==> src/rtl/fb_arbiter.sv <==
// fb_arbiter: shares one framebuffer memory port between the display reader
// and the pixel writer. Round-robin arbitration with bursts bounded to
// MAX_BURST acknowledged accesses per grant. Strobe/acknowledge handshake
// on all sides; the memory port is a combinational mux on the grant state.
// Optional feature macro: FB_ARB_URGENT_EN (reader urgency override and
// writer preemption at access boundaries). Undefined: pure round-robin.
module fb_arbiter #(
    parameter int ADDR_W    = 32,
    parameter int DATA_W    = 32,
    parameter int MAX_BURST = 16
) (
    input  logic              pixel_clk,
    input  logic              pixel_rst,
    input  logic              rd_req,
    input  logic [ADDR_W-1:0] rd_adr,
    input  logic              rd_urgent,
    output logic              rd_ack,
    output logic [DATA_W-1:0] rd_dat,
    input  logic              wr_req,
    input  logic [ADDR_W-1:0] wr_adr,
    input  logic [DATA_W-1:0] wr_dat,
    output logic              wr_ack,
    output logic              mem_stb,
    output logic              mem_we,
    output logic [ADDR_W-1:0] mem_adr,
    output logic [DATA_W-1:0] mem_wdat,
    input  logic              mem_ack,
    input  logic [DATA_W-1:0] mem_rdat,
    output logic [1:0]        grant
);

    localparam int CNT_W = $clog2(MAX_BURST + 1);
    localparam logic [CNT_W-1:0] MAX_CNT = CNT_W'(MAX_BURST);

    typedef enum logic [1:0] {
        IDLE   = 2'd0,
        GNT_RD = 2'd1,
        GNT_WR = 2'd2
    } state_t;

    state_t           state_reg, state_next;
    logic             last_wr_reg, last_wr_next;   // 1: writer was granted last
    logic [CNT_W-1:0] cnt_reg, cnt_next;
    logic [CNT_W-1:0] cnt_inc;
    logic             access;
    logic             urgent;

`ifdef FB_ARB_URGENT_EN
    assign urgent = rd_req & rd_urgent;
`else
    // Port kept for a uniform interface; it has no effect in this build.
    logic urgent_unused;
    assign urgent_unused = rd_urgent;
    assign urgent        = 1'b0;
`endif

    // State, round-robin pointer and burst counter registers.
    always_ff @(posedge pixel_clk or posedge pixel_rst) begin
        if (pixel_rst) begin
            state_reg   <= IDLE;
            last_wr_reg <= 1'b1;               // reader wins the first tie
            cnt_reg     <= '0;
        end else begin
            state_reg   <= state_next;
            last_wr_reg <= last_wr_next;
            cnt_reg     <= cnt_next;
        end
    end

    // Memory port and acknowledge routing, purely a function of the owner.
    always_comb begin
        mem_stb  = 1'b0;
        mem_we   = 1'b0;
        mem_adr  = '0;
        mem_wdat = '0;
        rd_ack   = 1'b0;
        wr_ack   = 1'b0;
        grant    = 2'b00;
        rd_dat   = mem_rdat;
        case (state_reg)
            GNT_RD: begin
                mem_stb = rd_req;
                mem_adr = rd_adr;
                rd_ack  = mem_ack;
                grant   = 2'b01;
            end
            GNT_WR: begin
                mem_stb  = wr_req;
                mem_we   = 1'b1;
                mem_adr  = wr_adr;
                mem_wdat = wr_dat;
                wr_ack   = mem_ack;
                grant    = 2'b10;
            end
            default: ;
        endcase
    end

    // Grant selection in IDLE and release decisions while a master owns the port.
    always_comb begin
        state_next   = state_reg;
        last_wr_next = last_wr_reg;
        cnt_next     = cnt_reg;
        access       = mem_stb & mem_ack;
        // Saturating increment keeps the counter from wrapping.
        cnt_inc      = (cnt_reg == MAX_CNT) ? cnt_reg : cnt_reg + 1'b1;
        case (state_reg)
            IDLE: begin
                if (urgent)
                    state_next = GNT_RD;
                else if (rd_req && wr_req)
                    state_next = last_wr_reg ? GNT_RD : GNT_WR;
                else if (rd_req)
                    state_next = GNT_RD;
                else if (wr_req)
                    state_next = GNT_WR;
                if (state_next != IDLE) begin
                    cnt_next     = '0;
                    last_wr_next = (state_next == GNT_WR);
                end
            end
            GNT_RD, GNT_WR: begin
                if (access)
                    cnt_next = cnt_inc;
                // A strobe that is high and unacknowledged never releases.
                if (!mem_stb)
                    state_next = IDLE;
                else if (access && (cnt_inc == MAX_CNT))
                    state_next = IDLE;
                else if ((state_reg == GNT_WR) && urgent && access)
                    state_next = IDLE;
            end
            default: state_next = IDLE;
        endcase
    end

endmodule

==> config.mk <==
export PLATFORM = sky130hd
export DESIGN_NAME = fb_arbiter
export DESIGN_NICKNAME = d
export VERILOG_FILES = /design/src/rtl/fb_arbiter.sv
export SDC_FILE = /design/constraint.sdc
export NUM_CORES = 1
export LEC_CHECK = 0
export ABC_AREA = 1
export BUFFER_PORTS_ARGS = -buffer_cell sky130_fd_sc_hd__buf_2
export CAP_MARGIN = 40
export CORE_MARGIN = 10
export CORE_UTILIZATION = 25
export CTS_CLUSTER_SIZE = 12
export DETAILED_ROUTE_END_ITERATION = 16
export PLACE_DENSITY = 0.81
export SLEW_MARGIN = 10
export SYNTH_ARGS = -nofsm -noshare
export SYNTH_HDL_FRONTEND = slang
export SYNTH_SLANG_ARGS = --single-unit
==> constraint.sdc <==
create_clock -name pixel_clk -period 1.85 [get_ports pixel_clk]
set_input_delay 0.0925 -clock pixel_clk [delete_from_list [all_inputs] [get_ports pixel_clk]]
set_output_delay 0.0925 -clock pixel_clk [all_outputs]
set_load 0.02 [all_outputs]
# --- Word-level counts from Yosys, hierarchy flattened ---
# Index checks and enable logic that the tools add are counted.
word_totals:
  output_inout_bits: 102
  ramBits: 0
  latchBits: 0
  mem_count: 0
  inputBits: 134
  regBits: 8
  wordCells: 40
  rom_bits: 0
op_classes:
  n_reduce_logical: 8
  addsub: 1
  n_mux: 19
  n_shift: 0
  n_div: 0
  eq_ne: 8
  n_bitwise: 1
  mul: 0
  order_cmp: 0
ops:
  columns: ["operator", "n"]
  rows:
  - ["$pmux W32 S2", 1]
  - ["$mux W32", 1]
  - ["$mux W5", 3]
  - ["$mux W2", 7]
  - ["$eq A5 B5 Y1 const B", 2]
  - ["$pmux W5 S2", 1]
  - ["$pmux W2 S2", 2]
  - ["$add A5 B1 Y5 const B", 1]
  - ["$eq A2 B2 Y1 const B", 2]
  - ["$ne A2 B2 Y1 const B", 2]
  - ["$reduce_bool A2 Y1", 2]
  - ["$mux W1", 3]
  - ["$ne A3 B3 Y1 const B", 1]
  - ["$reduce_and A3 Y1", 1]
  - ["$eq A2 B1 Y1 const B", 1]
  - ["$logic_and A1 B1 Y1", 2]
  - ["$logic_not A2 Y1", 1]
  - ["$pmux W1 S2", 1]
  - ["$reduce_and A2 Y1", 1]
  - ["$reduce_or A2 Y1", 1]
  - ["$and A1 B1 Y1", 1]

# --- Logic depth before layout (Yosys ltp) ---
# Gate-level depths: netlist (run 1).
depth:
  ltp_word: 7
  ltp_mapped: 12

# --- Worst setup path before layout (run 1) ---
# No wires, ideal clock.
synth_path:
  kind: "flip-flop to output port"
  startpoint: "reg state_reg[0]"
  endpoint: "out mem_adr[10]"
  slack_ps: 127
  stages_incl_launch_ff: 7
  n_path_buf: 2
  arrival_time_ps: 1631
  required_time_ps: 1757
  path_cell_list: "dfrtp_1 -> inv_1 -> ha_1 -> buf_2 -> buf_2 -> nand2_1 -> a21oi_1"
synth_via:
  elab_chain_len: 2
  word_cells_on_any_way: 3
  classes_between: "eq/ne: 2; mux: 1"
synth_rtl:
  columns: ["item", "line_no", "rtl"]
  rows:
  - ["from (decl)", "41", "state_t state_reg, state_next;"]
  - ["from (signal assigned)", "64", "state_reg <= state_next;"]
  - ["$eq A2 B2 Y1 / $eq A2 B1 Y1 (equally long branches)", "80", "case (state_reg)"]
  - ["$pmux W32 S2 *", "80", null]
  - ["to (decl)", "25", "output logic [ADDR_W-1:0] mem_adr,"]
# Every way passes the cells marked *; elsewhere a longest branch is shown, timed or not.

# --- Worst setup path in the final report (run 1) ---
# Same ends and word-level chain as after synthesis.

==> impl_results.md, run 1 <==
- Synth warnings: 0
- LEAKAGE: 1.65 nW
- Hold Startpoint: mem_rdat[21]
- Clock root cell: clkbuf_8
- CTS buffer count: 3
- Largest net degree at the start of global routing: 42
- Initial antenna violation count: 0
- CP max stage delay: 420 ps
- Critical path, cell by cell: inv_2 > ha_2 > buf_8 > nand2_1 > a21oi_1 > buf_2
- Slowest CP cell: dfrtp_1
- Initial DRC count: 64
- RSZ-0062 raised after global routing: yes
- DR WL/cell: 14.0 um
- CTS Sinks: 8
- First-pass GRT wire length: 10.8 mm
- Core footprint: 6310 sq um
- Critical Path Fanout Max: 25
- Run status: finished clean
- Mapped Avg Cell Area: 5.35 sq um
- FILL cells: 685
- Ys flop type: dfrtp_1
- CP Launch Point: state_reg[0]$_DFFE_PP0P_
- Clock slew at reported path FFs: 40 ps
- All-Layer GR Usage: 12.6%
- Post-Syn Area: 1610 sq um
- Sequential share of the synthesized area: 12.5%
- CTS tree: built
- Vias: 2,203
- Max-slew violation count: 0
- Cell count after placement: 507
- Die height: 100 um
- Relative slew margins: 80.0%
- Total gr overflow: 0
- Peak VDD IR: 0.000816 V
- Final Skew: 1.65 ps
- Area of the multi-input gates: 938 sq um
- RD Place Congestion: 0.836
- Final min period: 1760 ps
- Area delta synth->final: 49.6%
- Antenna Violating Nets Remaining: 0
- Share of layout cells above drive strength 1: 45.3%
- Post-DR vias/cell: 4.30
- Post-synth EDFFs: 0
- FF+latch area: 201 sq um
- Max FFs per register: 5
- Slew of the pin with the lowest slew margin: 299 ps
- Top post-synthesis cells by area: nand2_1, buf_4, inv_1
- Count leader, synth: nand2_1
- Cell Pwr Density: 1310 nW/um^2
- Hold Vio Cnt, Final: 0
- Synth Net Count: 442
- H-Tree Depth: 1
- Crit path kind: flop to output pin
- Max Cap Viol: 0
- Arrival @ worst endpoint: 1670 ps
- Critical Path RT: 1760 ps
- Die X: 100 um
- Final Util: 38.2%
- Vias in the first global route: 2,208
- Hold/Removal Path Class: input pin to output pin
- Area leader, netlist: nand2_1
- Port Buffers: 170
- IO Count: 236
- WL final: 7.15 mm
- Layout Cells excl Fill: 512
- Row count: 29
- CP Capture Type: output pin
- Net count, final: 577
- Synth top area share: 29.6%
- Initial Utilization: 25.5%
- Setup repair bufs after CTS: 0
- Period Utilization, post-route: 95.2%
- Clk buf depth: 2
- # diodes: 0
- Post-DP HPWL: 6.20 mm
- #FFs+latches synth: 8
- Worst-Skew Late Latency: 220 ps
- Endpoints failing setup: 0
- Worst Setup Start Kind: flop
- # DRC: 0
- Die footprint: 10,100 sq um
- Max Freq: 568 MHz
- Most instantiated cells after synthesis: nand2_1, inv_1, a21oi_1, buf_4, buf_2
- Synth Instances: 301
- Initial DRT Pass Iterations: 4
- Reg-to-reg critical path startpoint: state_reg[1]$_DFFE_PP0P_
- Synth unique cells: 20
- Post-synth ARST share: 100%
## cell type report
type	instances	area share, %
Timing Repair Buffer	177	39.2
Clock buffer	4	1.87
Inverter	49	7.63
Multi-Input combinational cell	197	38.9
Sequential cell	8	8.35
Tap cell	77	4.00
## critical path, delay by kind of cell, from the launching register on
kind	cells	cell delay, ps
and+or+nand+nor	1	70
buffers and inverters	3	540
adders and majority gates	1	250
AOI/OAI and AO/OA	1	170
DFF	1	420
## repair_timing
| item | in CTS | in global routing |
|---|---|---|
| cloned | 0 | 0 |
| endpoints found under the setup margin | 2 | 32 |
| endpoints found under the hold margin | 7 | 0 |
| gates resized for setup | 2 | 7 |
| hold buffers | 1 | 0 |
## where the power goes
part / internal [W] / total [W] / leakage [nW] / switching (W)
registers: 0.000239 / 0.000299 / 0.105 / 0.0000603
clock network: 0.000149 / 0.000215 / 0.0228 / 0.0000662
logic: 0.000900 / 0.00264 / 1.52 / 0.00174
## layout by cell type (no fill, tap or decap), types with 2 or more instances in the layout
cell type / instances
buf_2: 170
nand2_1: 127
inv_1: 45
a21oi_1: 34
nand3_1: 9
dfrtp_1: 7
nor2_1: 5
inv_2: 4
nand2_2: 4
ha_1: 4
clkbuf_8: 3
o21ai_1: 2
xor2_1: 2
nor2_2: 2
ha_2: 2
buf_12: 2
buf_6: 2
## routing by layer
| metal | part of all wire (%) | track usage [%] | vias to the layer above |
|---|---|---|---|
| li1 | - | - | 1128 |
| met1 | 36 | 12.8 | 959 |
| met2 | 53 | 23.9 | 102 |
| met3 | 9.6 | 4.53 | 14 |
| met4 | 1.3 | 2.83 | 0 |
| met5 | 0 | 0 | - |
## path summary, 6_finish.rpt
check,slack (ps),to,cells after the start
worst max register to register,300,cnt_reg[2]$_DFFE_PP0P_,7
max in group asynchronous,1220,last_wr_reg$_DFFE_PP1P_,3
min in group asynchronous,350,cnt_reg[4]$_DFFE_PP0P_,3
worst min register to register,490,last_wr_reg$_DFFE_PP1P_,2
worst min-delay path,190,rd_dat[21],0
worst max-delay path,90,mem_adr[10],6
## cells by family (layout without fill, tap and decap cells)
kind of cell,after synthesis,in the layout,share of synthesized area [%]
fa+ha+maj,7,7,5.43
flops,8,8,12.5
buf+inv,96,230,30.7
compound gates,38,38,13.0
simple gates,150,150,37.3
xor+xnor,2,2,1.09
## per-stage QoR
| stage | hold slack (ps) | setup TNS, ps | cell area [sq um] | worst slack [ps] | power (W) |
|---|---|---|---|---|---|
| 3_5_place_dp | 50.0 | 0 | 2320 | 215 | 0.00287 |
| 2_1_floorplan | -92.6 | 0 | 1610 | 127 | 0.00209 |
| 3_3_place_gp | 38.6 | 0 | 2320 | 252 | 0.00281 |
| 6_report | 185 | 0 | 2410 | 89.5 | 0.00315 |
| 5_1_grt | 185 | -9.66 | 2410 | -5.61 | 0.00345 |
| 4_1_cts | 185 | 0 | 2390 | 6.45 | 0.00315 |
Power figures use the tool's default switching activity.
==> run 2, diff against run 1 <==
--- a/config.mk
+++ b/config.mk
@@ -12,7 +12,7 @@
 export CORE_UTILIZATION = 25
 export CTS_CLUSTER_SIZE = 12
 export DETAILED_ROUTE_END_ITERATION = 16
-export PLACE_DENSITY = 0.81
+export PLACE_DENSITY = 0.83
 export SLEW_MARGIN = 10
 export SYNTH_ARGS = -nofsm -noshare
 export SYNTH_HDL_FRONTEND = slang
==> constraint.sdc (replaced) <==
create_clock -name pixel_clk -period 1.6 [get_ports pixel_clk]
set_input_delay 0.08 -clock pixel_clk [delete_from_list [all_inputs] [get_ports pixel_clk]]
set_output_delay 0.08 -clock pixel_clk [all_outputs]
set_load 0.02 [all_outputs]
==> impl_results.md, run 2 (synthesis gave the netlist of run 1 again) <==
- DR WL/cell: 15.5 um
- Design Area, Final: 2800 sq um
- Hold/Removal Path Class: input pin to output pin
- First-pass GRT wire length: 11.3 mm
- Endpoints failing setup: 1
- Worst Path Buf+Inv: 3
- CP delay by family, top: buffers and inverters
- DP Worst Slack: 62.0 ps
- Die footprint: 10,100 sq um
- Post-DP HPWL: 6.41 mm
- Total power: 0.00467 W
- Placed inst area: 2430 sq um
- CTS tree: built
- Critical Path RT: 1520 ps
- WL final: 8.04 mm
- Largest net degree at the start of global routing: 26
- Switching portion of total power: 55.5%
- Slowest CP cell: dfrtp_1
- Reg2Reg Depth: 11
- Worst Setup Start Kind: flop
- Total gr overflow: 0
- Max FFs per register: 5
- Area of the multi-input gates: 1120 sq um
- Critical path, cell by cell: inv_2 > ha_4 > buf_12 > nand2_1 > a21oi_1 > buf_4
- Final Skew: 10.5 ps
- Setup WS post-layout: -26.0 ps
- Setup_tns: -26.0 ps
- Row count: 29
- Reg-to-reg critical path startpoint: cnt_reg[0]$_DFFE_PP0P_
- Critical Path Fanout Max: 25
- Cell Int Power: 0.00208 W
- Max-slew violation count: 0
- Most common cell after layout, fill and taps aside: buf_2
- CP Capture Type: output pin
- Clk pwr share: 5.5%
- Worst hold endpoint: rd_dat[12]
- Net count, final: 585
- Antenna Violating Nets Remaining: 0
- Run status: finished with violations
- FILL cells: 626
- Initial Utilization: 25.5%
- Cell Pwr Density: 1670 nW/um^2
- Clock slew at reported path FFs: 40 ps
- Initial DRT Pass Iterations: 4
- IO Count: 236
- Core footprint: 6310 sq um
- CP max stage delay: 380 ps
- Vias in the first global route: 2,259
- Slew of the pin with the lowest slew margin: 312 ps
- RD Place Congestion: 0.836
- Final min period: 1630 ps
- Clock root cell: clkbuf_8
- H-Tree Depth: 1
- FF-to-FF End: state_reg[1]$_DFFE_PP0P_
- Die X: 100 um
- FF+latch area: 201 sq um
- Area delta synth->final: 74.0%
- CTS Sinks: 8
- Crit path kind: flop to output pin
- Failing checks: negative setup slack
- Die height: 100 um
- Worst hold path stage count: 0
- Initial DRC count: 64
- Most frequent cells in the layout: buf_2, nand2_1, inv_1, a21oi_2, buf_4
- Max Cap Viol: 0
- Clk buf depth: 2
- Sequential Power Share: 7.1%
- Max Freq: 615 MHz
- Hold Vio Cnt, Final: 0
- Switch Pwr: 0.00259 W
- Initial antenna violation count: 0
- CTS buffer count: 3
- Period Utilization, post-route: 102%
- Arrival @ worst endpoint: 1550 ps
- # diodes: 0
- Post-DR vias/cell: 4.41
- R2r setup slk: 80 ps
- Worst-Skew Late Latency: 230 ps
- Vias: 2,294
- RSZ-0062 raised after global routing: yes
- Logic pwr share: 87.4%
- Final Util: 44.4%
- Hold Startpoint: mem_rdat[12]
- All-Layer GR Usage: 13.2%
- Peak VDD IR: 0.000725 V
- Relative slew margins: 79.2%
- LEAKAGE: 1.72 nW
- Share of layout cells above drive strength 1: 54.4%
- # DRC: 0
- Port Buffers: 170
==> run 2: cell type report <==
cell class / instances / area share, %
clock buffer: 4 / 1.61
timing repair buffer: 185 / 41.2
tap: 77 / 3.44
sequential: 8 / 7.18
inverter: 49 / 6.74
multi-input combinational: 197 / 39.8
==> run 2: what timing repair did <==
item,in CTS,in global routing
gates cloned,2,0
setup buffers,0,3
gates resized for setup,18,52
hold buffers,1,0
endpoints found under the hold margin,7,0
endpoints found under the setup margin,34,59
pin swaps,1,4
==> run 2: how the worst max path moves through the flow <==
stage / start / endpoint / slack, ps / depth (start not counted)
finish: state_reg[0]$_DFFE_PP0P_ / mem_adr[22] / -30 / 6
global route: state_reg[0]$_DFFE_PP0P_ / mem_adr[22] / -100 / 6
CTS: state_reg[0]$_DFFE_PP0P_ / mem_adr[27] / 4 / 6
detailed placement: state_reg[0]$_DFFE_PP0P_ / cnt_reg[0]$_DFFE_PP0P_ / 60 / 7
global placement: state_reg[0]$_DFFE_PP0P_ / cnt_reg[2]$_DFFE_PP0P_ / 120 / 7
floorplan: state_reg[1]$_DFFE_PP0P_ / mem_adr[14] / -50 / 6
==> run 2: per-layer routing <==
| layer | vias up | GRT usage (%) | wire [um] |
|---|---|---|---|
| met5 | - | 0 | 0 |
| met4 | 0 | 2.17 | 32 |
| met3 | 6 | 4.60 | 799 |
| met2 | 114 | 26.0 | 4330 |
| met1 | 1029 | 13.1 | 2870 |
| li1 | 1145 | - | - |
==> run 2: stage by stage <==
| stage | hold WS, ps | instances |
|---|---|---|
| floorplan | -105 | 301 |
| global placement | 27.2 | 510 |
| detailed placement | 43.6 | 510 |
| CTS | 160 | 517 |
| global route | 160 | 520 |
| finish | 160 | 520 |
==> run 2: power groups by stage <==
stage | combinational (W) | sequential, W | clock (W)
after CTS | 0.00369 | 0.000331 | 0.000261
after detailed placement | 0.00324 | 0.000330 | 0
after global placement | 0.00317 | 0.000324 | 0
final | 0.00408 | 0.000334 | 0.000256
after global routing | 0.00442 | 0.000341 | 0.000279
after floorplan | 0.00226 | 0.000327 | 0
==> run 3, diff against run 2 <==
--- a/config.mk
+++ b/config.mk
@@ -8,10 +8,12 @@
 export ABC_AREA = 1
 export BUFFER_PORTS_ARGS = -buffer_cell sky130_fd_sc_hd__buf_2
 export CAP_MARGIN = 40
-export CORE_MARGIN = 10
+export CORE_ASPECT_RATIO = 0.5
+export CORE_MARGIN = 2
 export CORE_UTILIZATION = 25
 export CTS_CLUSTER_SIZE = 12
 export DETAILED_ROUTE_END_ITERATION = 16
+export HOLD_SLACK_MARGIN = 0.15
 export PLACE_DENSITY = 0.83
 export SLEW_MARGIN = 10
 export SYNTH_ARGS = -nofsm -noshare
==> impl_results.md, run 3 (synthesis gave the netlist of run 1 again) <==
- Run status: finished with violations
- Failing checks: negative setup slack
- Period Utilization, post-route: 104%
- Total gr overflow: 0
- Initial DRC count: 162
- Design Area, Final: 3070 sq um
- Crit path kind: flop to output pin
- Net count, final: 592
- Logic pwr share: 85.0%
- Worst-Skew Late Latency: 240 ps
- FILL cells: 574
- Most common cell after layout, fill and taps aside: nand2_1
- Initial Utilization: 26.2%
- Hold/Removal Path Class: input pin to output pin
- Clock slew at reported path FFs: 40 ps
- Met3 Track Usage GR: 3.85%
- Arrival @ worst endpoint: 1580 ps
- CTS tree: built
- Clk buf depth: 2
- Clock root cell: clkbuf_16
- Placed inst area: 2460 sq um
- Setup WS post-layout: -58.9 ps
- Row count: 20
- Cell Pwr Density: 1710 nW/um^2
- CP Capture Type: output pin
- H-Tree Depth: 1
- Critical Path Fanout Max: 9
- Sequential Power Share: 6.5%
- # DRC: 0
- Share of layout cells above drive strength 1: 56.2%
- Area delta synth->final: 90.8%
- Hold Vio Cnt, Final: 0
- GRT met2 Usage: 33.2%
- # diodes: 0
- Vias: 2,402
- Switch Pwr: 0.00271 W
- CTS buffer count: 3
- Most frequent cells in the layout: nand2_1, buf_2, inv_1, buf_4, a21oi_2
- Critical Path RT: 1520 ps
- Worst Setup Start Kind: flop
- Clk pwr share: 8.5%
- Relative slew margins: 77.8%
- WL final: 7.69 mm
- Antenna Violating Nets Remaining: 0
- M1 GR Usage: 21.7%
- Die height: 60.8 um
- Switching portion of total power: 51.5%
- Max Freq: 603 MHz
- Largest net degree at the start of global routing: 31
- CP max stage delay: 380 ps
- Initial antenna violation count: 0
- LEAKAGE: 1.80 nW
- Initial DRT Pass Iterations: 6
- Final Skew: 0.481 ps
- Post-DP HPWL: 5.36 mm
- Max Cap Viol: 0
- Final min period: 1660 ps
- Max FFs per register: 5
- Critical path, cell by cell: inv_2 > ha_4 > buf_12 > nand2_1 > a21oi_2 > buf_6
- Post-DR vias/cell: 4.46
- Slew of the pin with the lowest slew margin: 333 ps
- All-Layer GR Usage: 18.0%
- IO Count: 236
- Core footprint: 6160 sq um
- RSZ-0062 raised after global routing: yes
- Slowest CP cell: dfrtp_1
- Vias in the first global route: 2,024
- Peak VDD IR: 0.000571 V
- Gr busiest metal: met2
- Max-slew violation count: 0
- First-pass GRT wire length: 9.93 mm
- Die footprint: 7140 sq um
- Cell Int Power: 0.00256 W
- Endpoints failing setup: 40
- RD Place Congestion: 0.865
- CTS Sinks: 8
- Setup_tns: -733 ps
- Port Buffers: 170
- DR WL/cell: 14.3 um
- Die X: 118 um
## run 3: cell types whose count changed in the layout (fill, tap and decap cells not counted), sizes merged
| cell | before | now |
|---|---|---|
| buf | 182 | 189 |
## run 3: worst paths after layout
kind / start / to / cells after the start / slack [ps]
min in group asynchronous: pixel_rst / cnt_reg[4]$_DFFE_PP0P_ / 3 / 400
worst max register to register: state_reg[0]$_DFFE_PP0P_ / cnt_reg[1]$_DFFE_PP0P_ / 9 / 70
worst min-delay path: mem_rdat[12] / rd_dat[12] / 0 / 160
worst max-delay path: state_reg[0]$_DFFE_PP0P_ / mem_adr[15] / 6 / -60
max in group asynchronous: pixel_rst / last_wr_reg$_DFFE_PP1P_ / 3 / 900
worst min register to register: last_wr_reg$_DFFE_PP1P_ / last_wr_reg$_DFFE_PP1P_ / 2 / 510
## run 3: layout make-up
type	count	area [sq um]	share of cell area, %
timing repair buffer	192	1390	45.3
inverter	49	186	6.06
multi-input combinational	197	1100	35.8
sequential	8	204	6.63
tap	88	110	3.58
clock buffer	4	78.8	2.56
## run 3: routing by layer
layer	wire length (um)	vias to the layer above
li1	-	1161
met1	2980	1099
met2	3940	122
met3	594	20
met4	172	0
met5	0	-
## run 3: critical path, delay by kind of cell, from the launching register on
family	cells	cell delay, ps
AO/OA/AOI/OAI	1	190
adder cells (fa/ha/maj)	1	270
buffers and inverters	3	440
flip-flops	1	380
AND/OR/NAND/NOR	1	60
## run 3: power by group through the flow
stage / logic, W / registers [W] / clock network [W]
2_1_floorplan: 0.00226 / 0.000327 / 0
3_3_place_gp: 0.00316 / 0.000329 / 0
3_5_place_dp: 0.00322 / 0.000334 / 0
4_1_cts: 0.00381 / 0.000335 / 0.000457
5_1_grt: 0.00478 / 0.000354 / 0.000466
6_report: 0.00448 / 0.000342 / 0.000446
## run 3: repair_timing
action                     CTS  global route
setup buffers                2             5
hold buffers                 1             0
gates cloned                 3             2
setup endpoints to repair   62            41
pin swaps                    1             7
hold endpoints to repair     8             0
gates resized for setup     27            80
## run 3: through the flow
step	util (%)	instances	hold WS, ps	worst slack [ps]	total power, W
2_1_floorplan	-	301	-105	-52.4	0.00259
3_3_place_gp	40.0	521	34.1	131	0.00349
3_5_place_dp	40.0	521	44.3	86.2	0.00355
4_1_cts	44.4	531	160	-9.24	0.00460
5_1_grt	49.9	538	160	-101	0.00560
6_report	49.9	538	160	-58.9	0.00527
